===== src/rtl/counter_pkg.sv =====
//------------------------------------------------------------------------------
// Module : counter_pkg
// Brief  : Shared constants for the ripple counter and its bench.
// Rev    : 1.0
//------------------------------------------------------------------------------
`default_nettype none

package counter_pkg;

    localparam int COUNTER_WIDTH = 4;

endpackage : counter_pkg

`default_nettype wire


===== src/rtl/t_ff.sv =====
//------------------------------------------------------------------------------
// Module : t_ff
// Brief  : Toggle flip-flop with asynchronous active-high clear.
// Rev    : 1.0
//------------------------------------------------------------------------------
`default_nettype none

module t_ff (
    input  logic clk,
    input  logic rst,
    input  logic t,
    output logic q
);

    always_ff @(posedge clk or posedge rst) begin
        if (rst) begin
            q <= 1'b0;
        end else if (t) begin
            q <= ~q;
        end
    end

endmodule : t_ff

`default_nettype wire


===== src/rtl/counter.sv =====
//------------------------------------------------------------------------------
// Module : counter
// Brief  : Asynchronous ripple binary up counter built from a chain of t_ff.
// Rev    : 1.0
//------------------------------------------------------------------------------
`default_nettype none

module counter
    import counter_pkg::*;
#(
    parameter int WIDTH = COUNTER_WIDTH
) (
    input  logic             clk,
    input  logic             rst,
    input  logic             en,
    output logic [WIDTH-1:0] count
);

    logic [WIDTH-1:0] stage_clk;
    logic [WIDTH-1:0] stage_t;

    assign stage_clk[0] = clk;
    assign stage_t[0]   = en;

    // Each higher stage is clocked by the falling edge of the stage below it.
    for (genvar i = 1; i < WIDTH; i++) begin : g_ripple
        assign stage_clk[i] = ~count[i-1];
        assign stage_t[i]   = 1'b1;
    end

    for (genvar i = 0; i < WIDTH; i++) begin : g_stage
        t_ff u_t_ff (
            .clk (stage_clk[i]),
            .rst (rst),
            .t   (stage_t[i]),
            .q   (count[i])
        );
    end

endmodule : counter

`default_nettype wire


===== config.mk =====
export PLATFORM = sky130hd
export DESIGN_NAME = counter
export DESIGN_NICKNAME = d
export VERILOG_FILES = /design/src/rtl/counter_pkg.sv /design/src/rtl/t_ff.sv /design/src/rtl/counter.sv
export SDC_FILE = /design/constraint.sdc
export NUM_CORES = 1
export LEC_CHECK = 0
export ABC_CLOCK_PERIOD_IN_PS = 2100
export CAP_MARGIN = 15
export CORE_AREA = 2 2 39 41
export DETAILED_ROUTE_END_ITERATION = 12
export DIE_AREA = 0 0 41 43
export PLACE_DENSITY_LB_ADDON = 0.2
export SETUP_SLACK_MARGIN = 0.3
export SYNTH_ARGS = -nofsm -noshare
export SYNTH_HDL_FRONTEND = slang
export SYNTH_SLANG_ARGS = --single-unit
export TNS_END_PERCENT = 5

===== constraint.sdc =====
create_clock -name clk -period 2.1 [get_ports clk]
set_input_delay 0.63 -clock clk [delete_from_list [all_inputs] [get_ports clk]]
set_output_delay 0.63 -clock clk [all_outputs]
set_load 0.01 [all_outputs]

==> results by group, run 1 <==
GRT
  – Vias in the first global route: 64
  – Initial antenna violation count: 0
  – Grt ovf: 0
  – First-pass GRT wire length: 262 um
  – Largest net degree at the start of global routing: 5
  – Total GRT Usage: 1.910%

Final layout
  – Biggest register: g_stage.u_t_ff.q
  – Fillers: 152
  – N_diodes: 0
  – Final Cell Area: 203.9 um2
  – Fin cells: 31
  – Layout cells sized above 1: 0%
  – Max reg flops: 4
  – Final nets: 20
  – Top Registers: g_stage.u_t_ff.q x4
  – Layout Area Growth over Synthesis: 32.52%

Die
  – Total core area: 1384 um2
  – Die X: 41 um
  – Core Rows: 14
  – Initial Util: 11.12%
  – Die area: 1763 um2
  – I/O Pins: 7
  – Chip height: 43 um

Clock network
  – Clock-pin slew on the worst setup and hold paths: 0 ns
  – Post-CTS Hold Fix Bufs: 0
  – Clk_lat worst skew: 0 ns
  – # resized after CTS: 0
  – Setup Buffers After CTS: 0

Power
  – LEAKAGE: 0.0001059 uW
  – Power density cells: 411.4 nW/um2
  – Worst IR Drop VDD: 0.1780 mV
  – Total power: 83.90 uW

STA
  – Setup violations, final: 0
  – Count of unclocked register or latch pins: 3
  – Worst Skew: 0 ns
  – Endpoints failing hold: 0
  – Worst-margin pin slew: 0.1681 ns
  – Final Cycle Share: 72.77%
  – Fmax: 0.6544 GHz
  – Endpoints left unconstrained: 6
  – Min Hold Slack: 0.4756 ns
  – Slew margin rel.: 88.78%
  – Fin crit period: 1.528 ns
  – Setup TNS: 0 ns
  – RSZ-0062 raised after global routing: no
  – Max-slew violation count: 0

Yosys
  – Synth top area cells: dfrtn_1 49%, buf_4 20%, dfrtp_1 16%
  – Net Count, Synth: 16
  – Seq/Total Area, Yosys: 65.04%
  – Post-synthesis register bit count: 4
  – Ys Warns: 0
  – Syn Std Cell Area: 153.9 um2
  – Syn Inst Count: 13
  – Area leader, netlist: dfrtn_1
  – Syn avg cell area: 11.84 um2
  – Unique masters post-synth: 5
  – Area share of the largest cell type after synthesis: 48.78%

Placement
  – PortBufs: 6
  – Post-DP HPWL: 160.9 um
  – Area post-placement: 203.9 um2
  – Routability congestion estimate: 0.5410
  – DP Cell Count: 31

Hold path
  – Hold Path Class: reg2reg

Routing
  – Via count: 74
  – DRC: 0
  – Detailed Route Iter0 Violations: 0
  – Vias per inst: 2.387
  – Final wirelength: 171 um
  – Initial DRT Pass Iterations: 1
  – ANT nets after route: 0
  – Routed len/inst: 5.516 um

Setup path
  – Cell Chain, Critical Path: clkdlybuf4s50_1
  – Critical path startpoint: g_stage[0].u_t_ff.q
  – CP Buf/Inv Count: 1
  – Crit Path Max Fanout: 3
  – Worst reg2reg setup slack: 1.44 ns
  – WP data arrival: 0.90 ns
  – CP delay by family, top: buffers and inverters
  – FF-to-FF Start: g_stage[0].u_t_ff.q
  – Number of cells on the critical path: 1
  – Crit. End Element: output port
  – Worst endpoint required time: 1.47 ns
  – Type of origin of the critical path: flop
  – Reg2Reg Depth: 1
  – Slowest Stage Delay on Critical Path: 0.55 ns
  – Crit path to: count[0]
  – Slowest CP cell: clkdlybuf4s50_1
  – Reg-to-Reg End: g_stage[0].u_t_ff.q
  – Kind of critical path: reg2out

Job
  – Max-cap violations: 0

Status
  – Outcome: completed
==> cell type report <==
cell class / instances / area, um2 / share of cell area [%]
multi-input combinational: 1 / 8.758 / 4.294
inverter: 4 / 15.01 / 7.362
timing repair buffer: 6 / 60.06 / 29.45
tap: 16 / 20.02 / 9.816
sequential: 4 / 100.1 / 49.08
==> cells in the mapped netlist <==
cell type / count
xor2_1: 1
buf_4: 4
dfrtp_1: 1
inv_1: 4
dfrtn_1: 3
==> placed cells by master (no fill, tap or decap) <==
cell | synthesis | final
xor2_1 | 1 | 1
inv_1 | 4 | 4
dfrtn_1 | 3 | 3
clkdlybuf4s50_1 | 0 | 6
dfrtp_1 | 1 | 1
==> worst min path at each step <==
stage	cells after the start	slack, ns	start	end
6_report	1	0.48	g_stage[0].u_t_ff.q	g_stage[0].u_t_ff.q
5_1_grt	1	0.51	g_stage[0].u_t_ff.q	g_stage[0].u_t_ff.q
4_1_cts	1	0.48	g_stage[0].u_t_ff.q	g_stage[0].u_t_ff.q
3_5_place_dp	1	0.48	g_stage[0].u_t_ff.q	g_stage[0].u_t_ff.q
3_3_place_gp	1	0.47	g_stage[0].u_t_ff.q	g_stage[0].u_t_ff.q
2_1_floorplan	1	0.40	rst	g_stage[0].u_t_ff.q
==> per-layer routing <==
metal / vias up / track usage, % / routed length [um] / share of wire, %
met4: 0 / 0 / 0 / 0
met1: 33 / 2.903 / 82 / 48
met5: - / 0 / 0 / 0
li1: 35 / - / - / -
met2: 6 / 3.125 / 61 / 36
met3: 0 / 0 / 27 / 16
==> cell families (layout without fill, tap and decap cells) <==
| family | Yosys count | in the layout | synth area share (%) |
|---|---|---|---|
| buf+inv | 8 | 10 | 29.27 |
| flops | 4 | 4 | 65.04 |
| xor+xnor | 1 | 1 | 5.692 |
==> through the flow <==
stage                     setup slack (ns)  utilization (%)
after floorplan                     0.9567                -
after global placement              0.5716            14.74
after detailed placement            0.5683            14.74
after CTS                           0.5646            14.74
after global routing                0.5496            14.74
final                               0.5719            14.74
==> power breakdown <==
group	total (uW)	internal [uW]	switching [uW]
Clock	0	0	0
Combinational	36.2	23.8	12.4
Sequential	47.7	39.4	8.32
Power figures use the tool's default switching activity.
==> inputs of run 2 (changes only) <==
ABC_CLOCK_PERIOD_IN_PS = 1400   (was 2100)
clock period = 1.4 ns   (was 2.1 ns; I/O delays follow)
==> run 2 against run 1 <==
Compared with the run above: die area unchanged; utilization increased by 0.63 points; total power increased by 61%; sequential share of layout area decreased by 2.0 points; cell area increased by 4.3%.
==> results by group, run 2 (synthesized netlist as in run 1, its figures left out) <==
Status
  – Outcome: completed

GRT
  – First-pass GRT wire length: 289 um
  – Grt ovf: 0
  – Total GRT Usage: 2.111%
  – Initial antenna violation count: 0
  – Vias in the first global route: 70
  – Largest net degree at the start of global routing: 5

Clock network
  – Clk_lat worst skew: 0 ns
  – Clock-pin slew on the worst setup and hold paths: 0 ns

Final layout
  – Fin cells: 32
  – Layout Area Growth over Synthesis: 38.21%
  – Layout cells sized above 1: 6.250%
  – FF/Latch Area: 100.1 um2
  – Commonest cells after routing, fill and taps aside: 4 x inv_1, 4 x clkdlybuf4s50_1, 3 x dfrtn_1
  – Footprint of the multi-input gates: 8.758 um2
  – Fillers: 158
  – Top Registers: g_stage.u_t_ff.q x4
  – Biggest register: g_stage.u_t_ff.q
  – Final nets: 21
  – Max reg flops: 4
  – N_diodes: 0

STA
  – Final Cycle Share: 75.46%
  – Setup violations, final: 0
  – Worst-margin pin slew: 0.1622 ns
  – Fin crit period: 1.056 ns
  – Slew margin rel.: 89.18%
  – Min Hold Slack: 0.5319 ns
  – Fmax: 0.9466 GHz
  – Worst Skew: 0 ns
  – RSZ-0062 raised after global routing: no
  – Endpoints left unconstrained: 6
  – Count of unclocked register or latch pins: 3
  – Max-slew violation count: 0
  – Setup TNS: 0 ns
  – Endpoints failing hold: 0

Setup path
  – Worst reg2reg setup slack: 0.66 ns
  – Kind of critical path: reg2out
  – Crit. End Element: output port
  – Slowest Stage Delay on Critical Path: 0.35 ns
  – Type of origin of the critical path: flop
  – CP delay by family, top: flip-flops
  – CP Buf/Inv Count: 1
  – Slowest CP cell: dfrtp_1
  – Cell Chain, Critical Path: dlygate4sd2_1
  – Worst endpoint required time: 0.98 ns
  – WP data arrival: 0.64 ns
  – Crit Path Max Fanout: 2

Die
  – I/O Pins: 7
  – Total core area: 1384 um2
  – Die X: 41 um
  – Chip height: 43 um
  – Initial Util: 11.12%
  – Core Rows: 14
  – Die area: 1763 um2

Power
  – Power density cells: 636.5 nW/um2
  – LEAKAGE: 0.0001211 uW
  – Total power: 135.4 uW
  – Worst IR Drop VDD: 0.3281 mV

Placement
  – Post-DP HPWL: 168.8 um
  – PortBufs: 6
  – DP Cell Count: 32
  – Routability congestion estimate: 0.5465

Routing
  – ANT nets after route: 0
  – Routed len/inst: 5.344 um
  – Vias per inst: 2.469
  – Detailed Route Iter0 Violations: 0
  – Final wirelength: 171 um
  – Via count: 79
  – DRC: 0
  – Initial DRT Pass Iterations: 1

Job
  – Max-cap violations: 0

Hold path
  – Hold Path Class: reg2reg
==> run 2: path summary, 6_finish.rpt <==
kind	start	end	cells after the start
max	g_stage[0].u_t_ff.q	count[0]	1
min in group asynchronous	rst	g_stage[0].u_t_ff.q	2
min reg2reg	g_stage[0].u_t_ff.q	g_stage[0].u_t_ff.q	2
max in group asynchronous	rst	g_stage[0].u_t_ff.q	2
max reg2reg	g_stage[0].u_t_ff.q	g_stage[0].u_t_ff.q	2
min	g_stage[0].u_t_ff.q	g_stage[0].u_t_ff.q	2
==> run 2: metal layers <==
| layer | vias up | track usage [%] | part of all wire (%) |
|---|---|---|---|
| li1 | 37 | - | - |
| met2 | 6 | 3.750 | 39 |
| met1 | 36 | 2.581 | 44 |
| met4 | 0 | 0 | 0 |
| met5 | - | 0 | 0 |
| met3 | 0 | 0.5236 | 16 |
==> run 2: final cells by class <==
cell class | count | area share [%]
well taps | 16 | 9.412
multi-input cells | 1 | 4.118
inverters | 4 | 7.059
flip-flops and latches | 4 | 47.06
repair buffers | 7 | 32.35
==> run 2: what timing repair did <==
item / CTS / global route
hold buffers: 0 / 0
gates resized for setup: 1 / 1
cloned: 0 / 0
pin swaps: 0 / 1
endpoints found under the setup margin: 2 / 1
buffers inserted: 0 / 0
==> run 2: stage by stage <==
stage / worst slack, ns / util [%] / cell area (um2)
6_report: 0.3435 / 15.37 / 212.7
3_3_place_gp: 0.1168 / 15.28 / 211.5
4_1_cts: 0.2914 / 15.19 / 210.2
3_5_place_dp: 0.1148 / 15.28 / 211.5
2_1_floorplan: 0.4667 / - / 153.9
5_1_grt: 0.3145 / 15.37 / 212.7
==> run 2: power breakdown <==
group | internal [uW] | switching (uW) | total [uW]
Clock | 0 | 0 | 0
Sequential | 59.0 | 6.76 | 65.8
Combinational | 41.5 | 28.1 | 69.6
==> run 2: tightest hold or removal path, cell delays in order (launching register included) <==
cell,delay [ns]
dfrtp_1,0.32
buf_4,0.11
xor2_1,0.05
